===== src/rtl/slow_clk_edge_monitor_if.sv =====
// Signal bundle between a slow-clock edge monitor and its user.
// master drives slow_in/clear and consumes the status; slave is the monitor itself.
interface slow_clk_edge_monitor_if #(
    parameter int CNT_W = 32
);
    logic             slow_in;
    logic             clear;
    logic             rise_tick;
    logic             fall_tick;
    logic [CNT_W-1:0] half_period;
    logic             period_valid;
    logic             locked;
    logic             stalled;

    modport master (
        output slow_in,
        output clear,
        input  rise_tick,
        input  fall_tick,
        input  half_period,
        input  period_valid,
        input  locked,
        input  stalled
    );

    modport slave (
        input  slow_in,
        input  clear,
        output rise_tick,
        output fall_tick,
        output half_period,
        output period_valid,
        output locked,
        output stalled
    );
endinterface


===== src/rtl/slow_clk_edge_monitor.sv =====
// Fast-domain monitor for a slow square wave: synchronizes it, emits edge ticks, measures the
// half-period and tracks lock/stall. Define SLOW_CLK_GLITCH_FILTER_EN to reject 1-cycle glitches.
//
// state    | meaning
// ---------+-----------------------------------------------------------
// UNLOCKED | idle after reset/clear, waiting for the first edge
// MEASURE  | measuring half-periods, counting consecutive matches
// LOCKED   | LOCK_COUNT consecutive matches seen, tick stream trusted
// STALLED  | no edge for TIMEOUT cycles, waiting for the next edge
module slow_clk_edge_monitor #(
    parameter int SYNC_STAGES = 2,
    parameter int CNT_W       = 32,
    parameter int TIMEOUT     = 50_000_000,
    parameter int LOCK_COUNT  = 4,
    parameter int TOL         = 2
) (
    input  logic                   clk,
    input  logic                   rst,
    slow_clk_edge_monitor_if.slave mon
);
    localparam int                 MATCH_W      = $clog2(LOCK_COUNT + 1);
    localparam logic [CNT_W-1:0]   CNT_MAX      = '1;
    localparam logic [CNT_W-1:0]   TIMEOUT_LAST = CNT_W'(TIMEOUT - 1);
    localparam logic [CNT_W-1:0]   TOL_V        = CNT_W'(TOL);
    localparam logic [MATCH_W-1:0] MATCH_LAST   = MATCH_W'(LOCK_COUNT - 1);
    localparam logic [MATCH_W-1:0] MATCH_FULL   = MATCH_W'(LOCK_COUNT);

    typedef enum logic [1:0] {
        UNLOCKED = 2'd0,
        MEASURE  = 2'd1,
        LOCKED   = 2'd2,
        STALLED  = 2'd3
    } state_t;

    state_t state_q;
    state_t state_d;

    logic [SYNC_STAGES-1:0] sync_q;
    logic                   sync_last;
    logic                   lvl;
    logic                   prev_q;
    logic                   rise;
    logic                   fall;
    logic                   edge_det;

    logic [CNT_W-1:0]       cnt_q;
    logic [CNT_W-1:0]       meas;
    logic [CNT_W-1:0]       diff;
    logic [CNT_W-1:0]       half_period_q;
    logic [MATCH_W-1:0]     match_q;
    logic                   have_ref_q;
    logic                   timeout_hit;
    logic                   in_tol;

    logic                   rise_tick_q;
    logic                   fall_tick_q;
    logic                   period_valid_q;

    logic                   take_meas;
    logic                   stall_enter;
    logic                   locked_o;
    logic                   stalled_o;

    always_ff @(posedge clk or posedge rst) begin
        if (rst) begin
            sync_q <= '0;
        end else begin
            sync_q <= {sync_q[SYNC_STAGES-2:0], mon.slow_in};
        end
    end

    assign sync_last = sync_q[SYNC_STAGES-1];

`ifdef SLOW_CLK_GLITCH_FILTER_EN
    // prev_q already holds the filtered level, so it doubles as the filter's hold value.
    logic last_d_q;

    always_ff @(posedge clk or posedge rst) begin
        if (rst) begin
            last_d_q <= 1'b0;
        end else begin
            last_d_q <= sync_last;
        end
    end

    assign lvl = (sync_last == last_d_q) ? sync_last : prev_q;
`else
    assign lvl = sync_last;
`endif

    always_ff @(posedge clk or posedge rst) begin
        if (rst) begin
            prev_q <= 1'b0;
        end else begin
            prev_q <= lvl;
        end
    end

    assign rise     = lvl & ~prev_q;
    assign fall     = ~lvl & prev_q;
    assign edge_det = rise | fall;

    // The counter restarts at the edge, so the interval is one more than its value.
    assign meas        = (cnt_q == CNT_MAX) ? CNT_MAX : cnt_q + CNT_W'(1);
    assign diff        = (meas >= half_period_q) ? (meas - half_period_q)
                                                 : (half_period_q - meas);
    assign in_tol      = (diff <= TOL_V);
    assign timeout_hit = (cnt_q == TIMEOUT_LAST);

    always_ff @(posedge clk or posedge rst) begin
        if (rst) begin
            state_q <= UNLOCKED;
        end else begin
            state_q <= state_d;
        end
    end

    always_comb begin
        state_d = state_q;
        case (state_q)
            UNLOCKED: begin
                if (edge_det) state_d = MEASURE;
            end
            MEASURE: begin
                if (edge_det) begin
                    if (have_ref_q && in_tol && (match_q == MATCH_LAST)) state_d = LOCKED;
                end else if (timeout_hit) begin
                    state_d = STALLED;
                end
            end
            LOCKED: begin
                if (edge_det) begin
                    if (!in_tol) state_d = MEASURE;
                end else if (timeout_hit) begin
                    state_d = STALLED;
                end
            end
            STALLED: begin
                if (edge_det) state_d = MEASURE;
            end
            default: state_d = UNLOCKED;
        endcase
        if (mon.clear) state_d = UNLOCKED;
    end

    always_comb begin
        take_meas   = 1'b0;
        stall_enter = 1'b0;
        locked_o    = 1'b0;
        stalled_o   = 1'b0;
        case (state_q)
            MEASURE, LOCKED: begin
                take_meas   = edge_det;
                stall_enter = ~edge_det & timeout_hit;
            end
            default: ;
        endcase
        locked_o  = (state_q == LOCKED);
        stalled_o = (state_q == STALLED);
        if (mon.clear) begin
            take_meas   = 1'b0;
            stall_enter = 1'b0;
        end
    end

    always_ff @(posedge clk or posedge rst) begin
        if (rst) begin
            cnt_q <= '0;
        end else if (mon.clear || edge_det) begin
            cnt_q <= '0;
        end else if (cnt_q != CNT_MAX) begin
            cnt_q <= cnt_q + CNT_W'(1);
        end
    end

    always_ff @(posedge clk or posedge rst) begin
        if (rst) begin
            half_period_q  <= '0;
            period_valid_q <= 1'b0;
        end else begin
            period_valid_q <= take_meas;
            if (mon.clear) begin
                half_period_q <= '0;
            end else if (take_meas) begin
                half_period_q <= meas;
            end
        end
    end

    // After a stall or restart the next measurement becomes the new reference.
    always_ff @(posedge clk or posedge rst) begin
        if (rst) begin
            have_ref_q <= 1'b0;
            match_q    <= '0;
        end else if (mon.clear || stall_enter) begin
            have_ref_q <= 1'b0;
            match_q    <= '0;
        end else if (take_meas) begin
            have_ref_q <= 1'b1;
            if (have_ref_q && in_tol) begin
                if (match_q != MATCH_FULL) match_q <= match_q + MATCH_W'(1);
            end else begin
                match_q <= '0;
            end
        end
    end

    always_ff @(posedge clk or posedge rst) begin
        if (rst) begin
            rise_tick_q <= 1'b0;
            fall_tick_q <= 1'b0;
        end else begin
            rise_tick_q <= rise;
            fall_tick_q <= fall;
        end
    end

    assign mon.rise_tick    = rise_tick_q;
    assign mon.fall_tick    = fall_tick_q;
    assign mon.half_period  = half_period_q;
    assign mon.period_valid = period_valid_q;
    assign mon.locked       = locked_o;
    assign mon.stalled      = stalled_o;
endmodule


===== src/flat_wrapper.sv =====
// flat-port wrapper written by rule: the top's interface ports become plain ports
module slow_clk_edge_monitor_flat 
#(
    parameter int SYNC_STAGES = 2,
    parameter int CNT_W       = 32,
    parameter int TIMEOUT     = 50_000_000,
    parameter int LOCK_COUNT  = 4,
    parameter int TOL         = 2
)
  (clk, rst, mon_slow_in, mon_clear, mon_rise_tick, mon_fall_tick, mon_half_period, mon_period_valid, mon_locked, mon_stalled);
  slow_clk_edge_monitor_if #(.CNT_W(CNT_W)) mon_i ();
  input  logic clk;
  input  logic rst;
  input wire logic [$bits(mon_i.slow_in)-1:0] mon_slow_in;
  input wire logic [$bits(mon_i.clear)-1:0] mon_clear;
  output wire logic [$bits(mon_i.rise_tick)-1:0] mon_rise_tick;
  output wire logic [$bits(mon_i.fall_tick)-1:0] mon_fall_tick;
  output wire logic [$bits(mon_i.half_period)-1:0] mon_half_period;
  output wire logic [$bits(mon_i.period_valid)-1:0] mon_period_valid;
  output wire logic [$bits(mon_i.locked)-1:0] mon_locked;
  output wire logic [$bits(mon_i.stalled)-1:0] mon_stalled;
  assign mon_i.slow_in = mon_slow_in;
  assign mon_i.clear = mon_clear;
  assign mon_rise_tick = mon_i.rise_tick;
  assign mon_fall_tick = mon_i.fall_tick;
  assign mon_half_period = mon_i.half_period;
  assign mon_period_valid = mon_i.period_valid;
  assign mon_locked = mon_i.locked;
  assign mon_stalled = mon_i.stalled;
  slow_clk_edge_monitor #(.SYNC_STAGES(SYNC_STAGES), .CNT_W(CNT_W), .TIMEOUT(TIMEOUT), .LOCK_COUNT(LOCK_COUNT), .TOL(TOL)) u_core (.clk(clk), .rst(rst), .mon(mon_i));
endmodule

===== config.mk =====
export PLATFORM = sky130hd
export DESIGN_NAME = slow_clk_edge_monitor_flat
export DESIGN_NICKNAME = d
export VERILOG_FILES = /design/src/rtl/slow_clk_edge_monitor_if.sv /design/src/rtl/slow_clk_edge_monitor.sv /design/src/flat_wrapper.sv
export SDC_FILE = /design/constraint.sdc
export NUM_CORES = 1
export LEC_CHECK = 0
export CORE_MARGIN = 2
export CORE_UTILIZATION = 54
export CTS_BUF_LIST = sky130_fd_sc_hd__clkbuf_4 sky130_fd_sc_hd__clkbuf_8 sky130_fd_sc_hd__clkbuf_16
export CTS_CLUSTER_DIAMETER = 80
export DETAILED_ROUTE_END_ITERATION = 12
export DONT_BUFFER_PORTS = 1
export PLACE_DENSITY = 0.76
export SLEW_MARGIN = 20
export SYNTH_ARGS = -nofsm -noshare
export SYNTH_HDL_FRONTEND = slang
export SYNTH_SLANG_ARGS = --single-unit

===== constraint.sdc =====
create_clock -name clk -period 6.1 [get_ports clk]
set_clock_uncertainty 0.2 [all_clocks]
set_input_delay 0.915 -clock clk [delete_from_list [all_inputs] [get_ports clk]]
set_output_delay 0.915 -clock clk [all_outputs]
set_load 0.01 [all_outputs]

Word level (Yosys, flattened, before mapping) --
Index checks and enable logic that the tools add are counted.
Storage, ports and cells: logic and storage cells 71, bits of input ports 4, output and inout port bits 37, flip-flop bits (word level) 76
Operators by class: mux-type cells 24, order comparisons 2, eq/ne operators 12, reduce and logical (&&, ||, !) cells 12, bitwise gates (word level) 7, $add $sub $neg 4
Operators by type and width (count):
- 32-bit two-way mux | 6
- 32-bit subtractor | 2
- 32-bit by 1-bit adder with 32-bit output, second input constant | 1
- 32-bit by 26-bit == test with 1-bit output, second input constant | 1
- 32-bit == test, second input constant | 1
- 32-bit greater-or-equal comparator | 1
- 32-bit by 2-bit less-or-equal comparator with 1-bit output, second input constant | 1
- 32-bit != test, second input constant | 1
- 2-bit two-way mux | 7
- 3-bit two-way mux | 4
- 4-bit != test, second input constant | 2
- 1-bit two-way mux | 6
- 3-bit != test, second input constant | 2
- 2-bit one-hot mux with 3 select lines | 1
- 2-bit nonzero test | 3
- 2-bit == test, second input constant | 2
- 2-bit OR reduction | 2
- 3-bit by 1-bit adder with 3-bit output, second input constant | 1
- 1-bit AND | 3
- 3-bit by 2-bit == test with 1-bit output, second input constant | 1
- 3-bit by 1-bit != test with 1-bit output, second input constant | 1
- 1-bit inverter | 3
- 3-bit AND reduction | 1
- 2-bit by 1-bit == test with 1-bit output, second input constant | 1
- 5 further kinds | 7

Depth between registers and ports, before layout --
depth after elaboration 11, gate-level depth with buffers 26, mapped depth without buffers 23

Worst setup path after synthesis --
No wires, ideal clock.
path kind flip-flop to flip-flop, from register u_core.cnt_q[0], to register u_core.state_q[1], data required time 5806 ps, period minus slack after synthesis 5757 ps, arrival time 5464 ps, library setup time 94 ps, buffers on the path 3, stages on the path, launching flop included 27, setup slack 343 ps, cell sequence dfrtp_1 > ha_1 > nand4_1 > nor4_1 > nand4_1 > or3_1 > clkbuf_1 > nand2_1 > inv_1 > ha_1 > inv_1 > fa_1 > a21o_1 > a21oi_1 > o41a_1 > a221oi_2 > or2_1 > buf_4 > buf_6 > mux2i_1 > xnor2_1 > nand2_1 > nor4_1 > nand3_1 > o32a_1 > and2_1 > a221oi_2
On the way: cells in the longest elaborated chain, start to end 9, elaborated cells on any way between the ends 19, those cells by class add/sub: 3; order compare: 2; eq/ne: 4; mux: 7; reduce/logical: 3
Ends and longest elaborated chain:
- start, declared | line slow_clk_edge_monitor.sv:46 | logic [CNT_W-1:0] cnt_q;
- start signal, assigned | line slow_clk_edge_monitor.sv:172 | cnt_q <= cnt_q + CNT_W'(1);
- 32-bit by 1-bit adder with 32-bit output / 32-bit == test (equally long branches) | line slow_clk_edge_monitor.sv:104 | assign meas = (cnt_q == CNT_MAX) ? CNT_MAX : cnt_q + CNT_W'(1);
- 32-bit two-way mux | line slow_clk_edge_monitor.sv:104
- 32-bit subtractor, or another cell as far along | line slow_clk_edge_monitor.sv:106 | : (half_period_q - meas);
- 32-bit two-way mux | line slow_clk_edge_monitor.sv:105 | assign diff = (meas >= half_period_q) ? (meas - half_period_q)
- 32-bit by 2-bit less-or-equal comparator with 1-bit output | line slow_clk_edge_monitor.sv:107 | assign in_tol = (diff <= TOL_V);
- 1-bit logical AND (2 in a row) | line slow_clk_edge_monitor.sv:126 | if (have_ref_q && in_tol && (match_q == MATCH_LAST)) state_d = LOCKED;
- 4-bit != test (no line)
- 3-bit AND reduction (no line)
- end signal, assigned | line slow_clk_edge_monitor.sv:114 | state_q <= state_d;
- end, declared | line slow_clk_edge_monitor.sv:35 | state_t state_q;
Parallel ways exist; a longest one is shown, timed or not. A chain may end at the register's enable or synchronous reset.

Worst setup path in the final report --
from register u_core.cnt_q[2], to register u_core.state_q[1]
Same word-level chain as after synthesis.

==> run summary <==
Result of the run: complete, no violations
Part of the cycle the worst path needs: 0.993
I/O Pins: 41
Final core occ: 0.638
Port Buffer Count: 0
Type of the worst min-delay path: reg -> reg
Adder-Cell Fraction of Synth Area: 0.132
Power per unit of standard cell area: 197 nW/um^2
Die extent in x: 120 um
Initial Util: 0.552
Maximum number of pins on one net before global-route repair: 77
Total global routing track utilization: 0.289
Fraction of power consumed by combinational cells: 0.358
Diodes inserted: 0
Number of distinct library cells after synthesis: 73
Total Negative Setup Slacks: 0 ns
Number of slew-limit violations in the final report: 0
Buffer and inverter count on the worst path: 4
Internal power of the cells: 1.10 mW
Upper clock frequency limit: 165 MHz
CP arrival: 6.10 ns
Endpoint type of the worst setup path: flip-flop
Average vias per placed instance: 6.26
Setup CP Type: reg -> reg
Net Sw Power: 0.567 mW
Slowest stage cell, crit path: or3_4
Design Power: 1.67 mW
Final WL: 21.9 mm
First DRT Iteration DRCs: 713
First drt pass iteration count: 8
Largest stage delay on the critical path: 0.43 ns
Share of the synthesized area in the top cell type: 0.260
Compound-gate portion of the synthesized area: 0.241
EDFF count, synth: 0
Grt met2 use: 0.441
Commonest register cell after synthesis: dfrtp_1
Synth-to-layout area growth: 15.5%
Synthesized instance count: 949
Multiplexer fraction of the synthesized cell area: 0.0169
Top area cells in the synthesized netlist: dfrtp_1, ha_1, nand2_1, a21oi_1, o21ai_0
Vertical die dimension: 120 um
Leading cell type by number of instances after synthesis: nand2_1
Total CTS buffers: 9
Depth of the CTS H-tree: 3
Antenna violations before repair: 0
Total global routing overflow: 0
Most instantiated cells after synthesis: nand2_1, inv_1, nor2_1, a21oi_1, o21ai_0
Clock tree sinks: 76
Tightest Pin Transition: 0.947 ns
Met3 demand-to-capacity share in global routing: 0.0354
Fin Hold WS: 0.156 ns
Final net count: 1057
Syn_area_per_cell: 7.71 um^2
Post-Synth Simple-Gate Area: 0.203
Combinational family with the most area after synthesis: compound AO/OA/AOI/OAI gates
Flops & latches, synth: 76
Share of async-settable or async-resettable flops after synthesis: 1.00
Seq pwr share: 0.322
Hold-fix buffers, CTS: 0
Largest delay contributor family on the critical path: simple AND/OR/NAND/NOR gates
Net switching fraction of the power: 0.341
Post-synthesis instance area: 7310 um^2
Max-Cap Viols: 0
Most Crowded Layer GR: met2
Clock network fraction of design power: 0.320
Via Count: 7247
Share of final-layout standard cells stronger than drive strength 1: 0.160
Number of cell instances on the worst register-to-register path: 26
Filler cell count in the final layout: 1106
Static Leak: 4.00 nW
XOR/XNOR Fraction of Synth Area: 0.0694
Via count of the first global-routing pass: 6602
HPWL after detailed placement: 16.1 mm
Clock latency on the worst-skew pair: 0.34 ns
Std-Cell Rows: 42
Highest fanout seen on the critical path: 6
Path length in cells of the critical path: 26
Kind of start point of the critical path: flip-flop
Weighted congestion reported at the end of routability-driven placement: 0.977
Routing usage on met1: 0.420
Area inside the core boundary: 13200 um^2
Cell taking the most area after synthesis: dfrtp_1
DRC Markers: 0
Root Buffer: clkbuf_16
Residual antenna-violating net count after detailed routing: 0
Maximum clock insertion buffer count: 2
Die ar.: 14500 um^2
Clock-pin slew reported for the worst setup and hold paths after clock tree synthesis: 0.06 ns
Worst Hold Depth: 0
Global-route wire length before repair: 33.3 mm
Proportion of synthesized chip area in sequential cells: 0.260
Count of warnings emitted by yosys: 0
Max rail drop VDD: 0.000231 V
Average wire per cell in the routed design: 18.9 um
Minimum period implied by the final worst setup slack: 6.06 ns
Count of endpoints failing setup in the final report: 0
Hold Violations, Final: 0
CTS tree: built
Headroom to the max-slew limit: 0.369
Syn_nets: 1029
Critical path required time: 6.14 ns
==> path summary, 6_finish.rpt <==
path / start / end / slack [ns]
max in group asynchronous: rst / u_core.cnt_q[0]$_DFFE_PP0P_ / 4.52
setup / recovery: u_core.cnt_q[2]$_DFFE_PP0P_ / u_core.state_q[1]$_DFFE_PP0P_ / 0.04
hold reg to reg: u_core.sync_q[0]$_DFF_PP0_ / u_core.sync_q[1]$_DFF_PP0_ / 0.16
setup reg to reg: u_core.cnt_q[2]$_DFFE_PP0P_ / u_core.state_q[1]$_DFFE_PP0P_ / 0.04
min in group asynchronous: rst / u_core.mon.half_period[4]$_DFFE_PP0P_ / 0.55
hold / removal: u_core.sync_q[0]$_DFF_PP0_ / u_core.sync_q[1]$_DFF_PP0_ / 0.16
==> final cells by class <==
type,instances,area (um^2),area share
timing repair buffer,59,484,0.0573
sequential,76,1900,0.225
clock inverter,6,63.8,0.00755
clock buffer,10,239,0.0283
multi-input combinational,736,5180,0.613
tap,176,220,0.0261
inverter,95,358,0.0423
==> sequential cells by signal (all words and copies together), names as in the netlist <==
| signal | flops |
|---|---|
| u_core.mon.fall_tick | 1 |
| u_core.sync_q | 2 |
| u_core.mon.rise_tick | 1 |
| u_core.prev_q | 1 |
| u_core.mon.period_valid | 1 |
| u_core.match_q | 3 |
| u_core.mon.half_period | 32 |
| u_core.state_q | 2 |
| u_core.have_ref_q | 1 |
| u_core.cnt_q | 32 |
==> worst reg2reg max path, stage by stage, from the launching register on <==
cell and delay, ns:
dfrtp_1 0.40, and3_4 0.22, and3_4 0.21, nand3_1 0.12, or3_4 0.43, nor2_4 0.13
nand4_1 0.24, nor3_2 0.32, nand3_1 0.13, o21ai_2 0.11, inv_1 0.10, ha_4 0.24
and4_1 0.25, a221oi_2 0.31, o21ai_2 0.14, or2_4 0.29, buf_12 0.15, buf_4 0.16
a211oi_2 0.20, o2bb2ai_1 0.15, xnor2_1 0.10, nor4_2 0.26, nand4_1 0.12, buf_4 0.18
o32a_1 0.35, and2_1 0.20, a221oi_2 0.27
==> metal layers <==
layer,share of wire,vias to the layer above
li1,-,3372
met1,0.44,3469
met2,0.45,346
met3,0.082,60
met4,0.030,0
met5,0,-
==> stage by stage <==
stage / worst slack [ns] / area, um^2 / instances
2_1_floorplan: 0.343 / 7310 / 949
3_3_place_gp: 0.150 / 7640 / 1123
3_5_place_dp: 0.00880 / 7640 / 1123
4_1_cts: 0.0440 / 7960 / 1139
5_1_grt: -0.166 / 8450 / 1158
6_report: 0.0400 / 8450 / 1158
==> layout by cell type (no fill, tap or decap), drive strengths merged, types with 5 or more instances in the layout <==
cell type  count
dfrtp         76
o31ai          6
buf           58
nand3         22
clkbuf        11
a31oi         10
o21ai         83
inv           94
and3          10
xor2          21
mux2i          9
nor4          13
a21oi         80
xnor2         37
ha            74
and2           5
o21bai         7
nand2b         5
a21o          15
a311oi         5
a211oi         9
nor2          81
nor3          14
nor2b          7
and4           5
nand2        120
o21a           8
nand4         23
a221oi         6
==> logic make-up (layout without fill, tap and decap cells) <==
logic type | count (synthesis) | after routing
muxes | 12 | 12
adders and majority gates | 76 | 76
xor gates and xnor gates | 58 | 58
and+or+nand+nor | 318 | 318
AOI/OAI and AO/OA | 272 | 272
DFF | 76 | 76
buffers and inverters | 137 | 170
==> what timing repair did <==
item | CTS | global route
gates cloned | 0 | 1
buffers inserted | 0 | 18
pin swaps | 1 | 36
gates resized for setup | 2 | 74
endpoints found under the setup margin | 2 | 5
==> power by group through the flow <==
| stage | sequential (mW) | combinational (mW) | clock [mW] |
|---|---|---|---|
| floorplan | 0.539 | 0.397 | 0 |
| global placement | 0.543 | 0.505 | 0 |
| detailed placement | 0.543 | 0.510 | 0 |
| CTS | 0.535 | 0.517 | 0.539 |
| global route | 0.539 | 0.644 | 0.553 |
| finish | 0.536 | 0.596 | 0.534 |
Power figures use the tool's default switching activity.
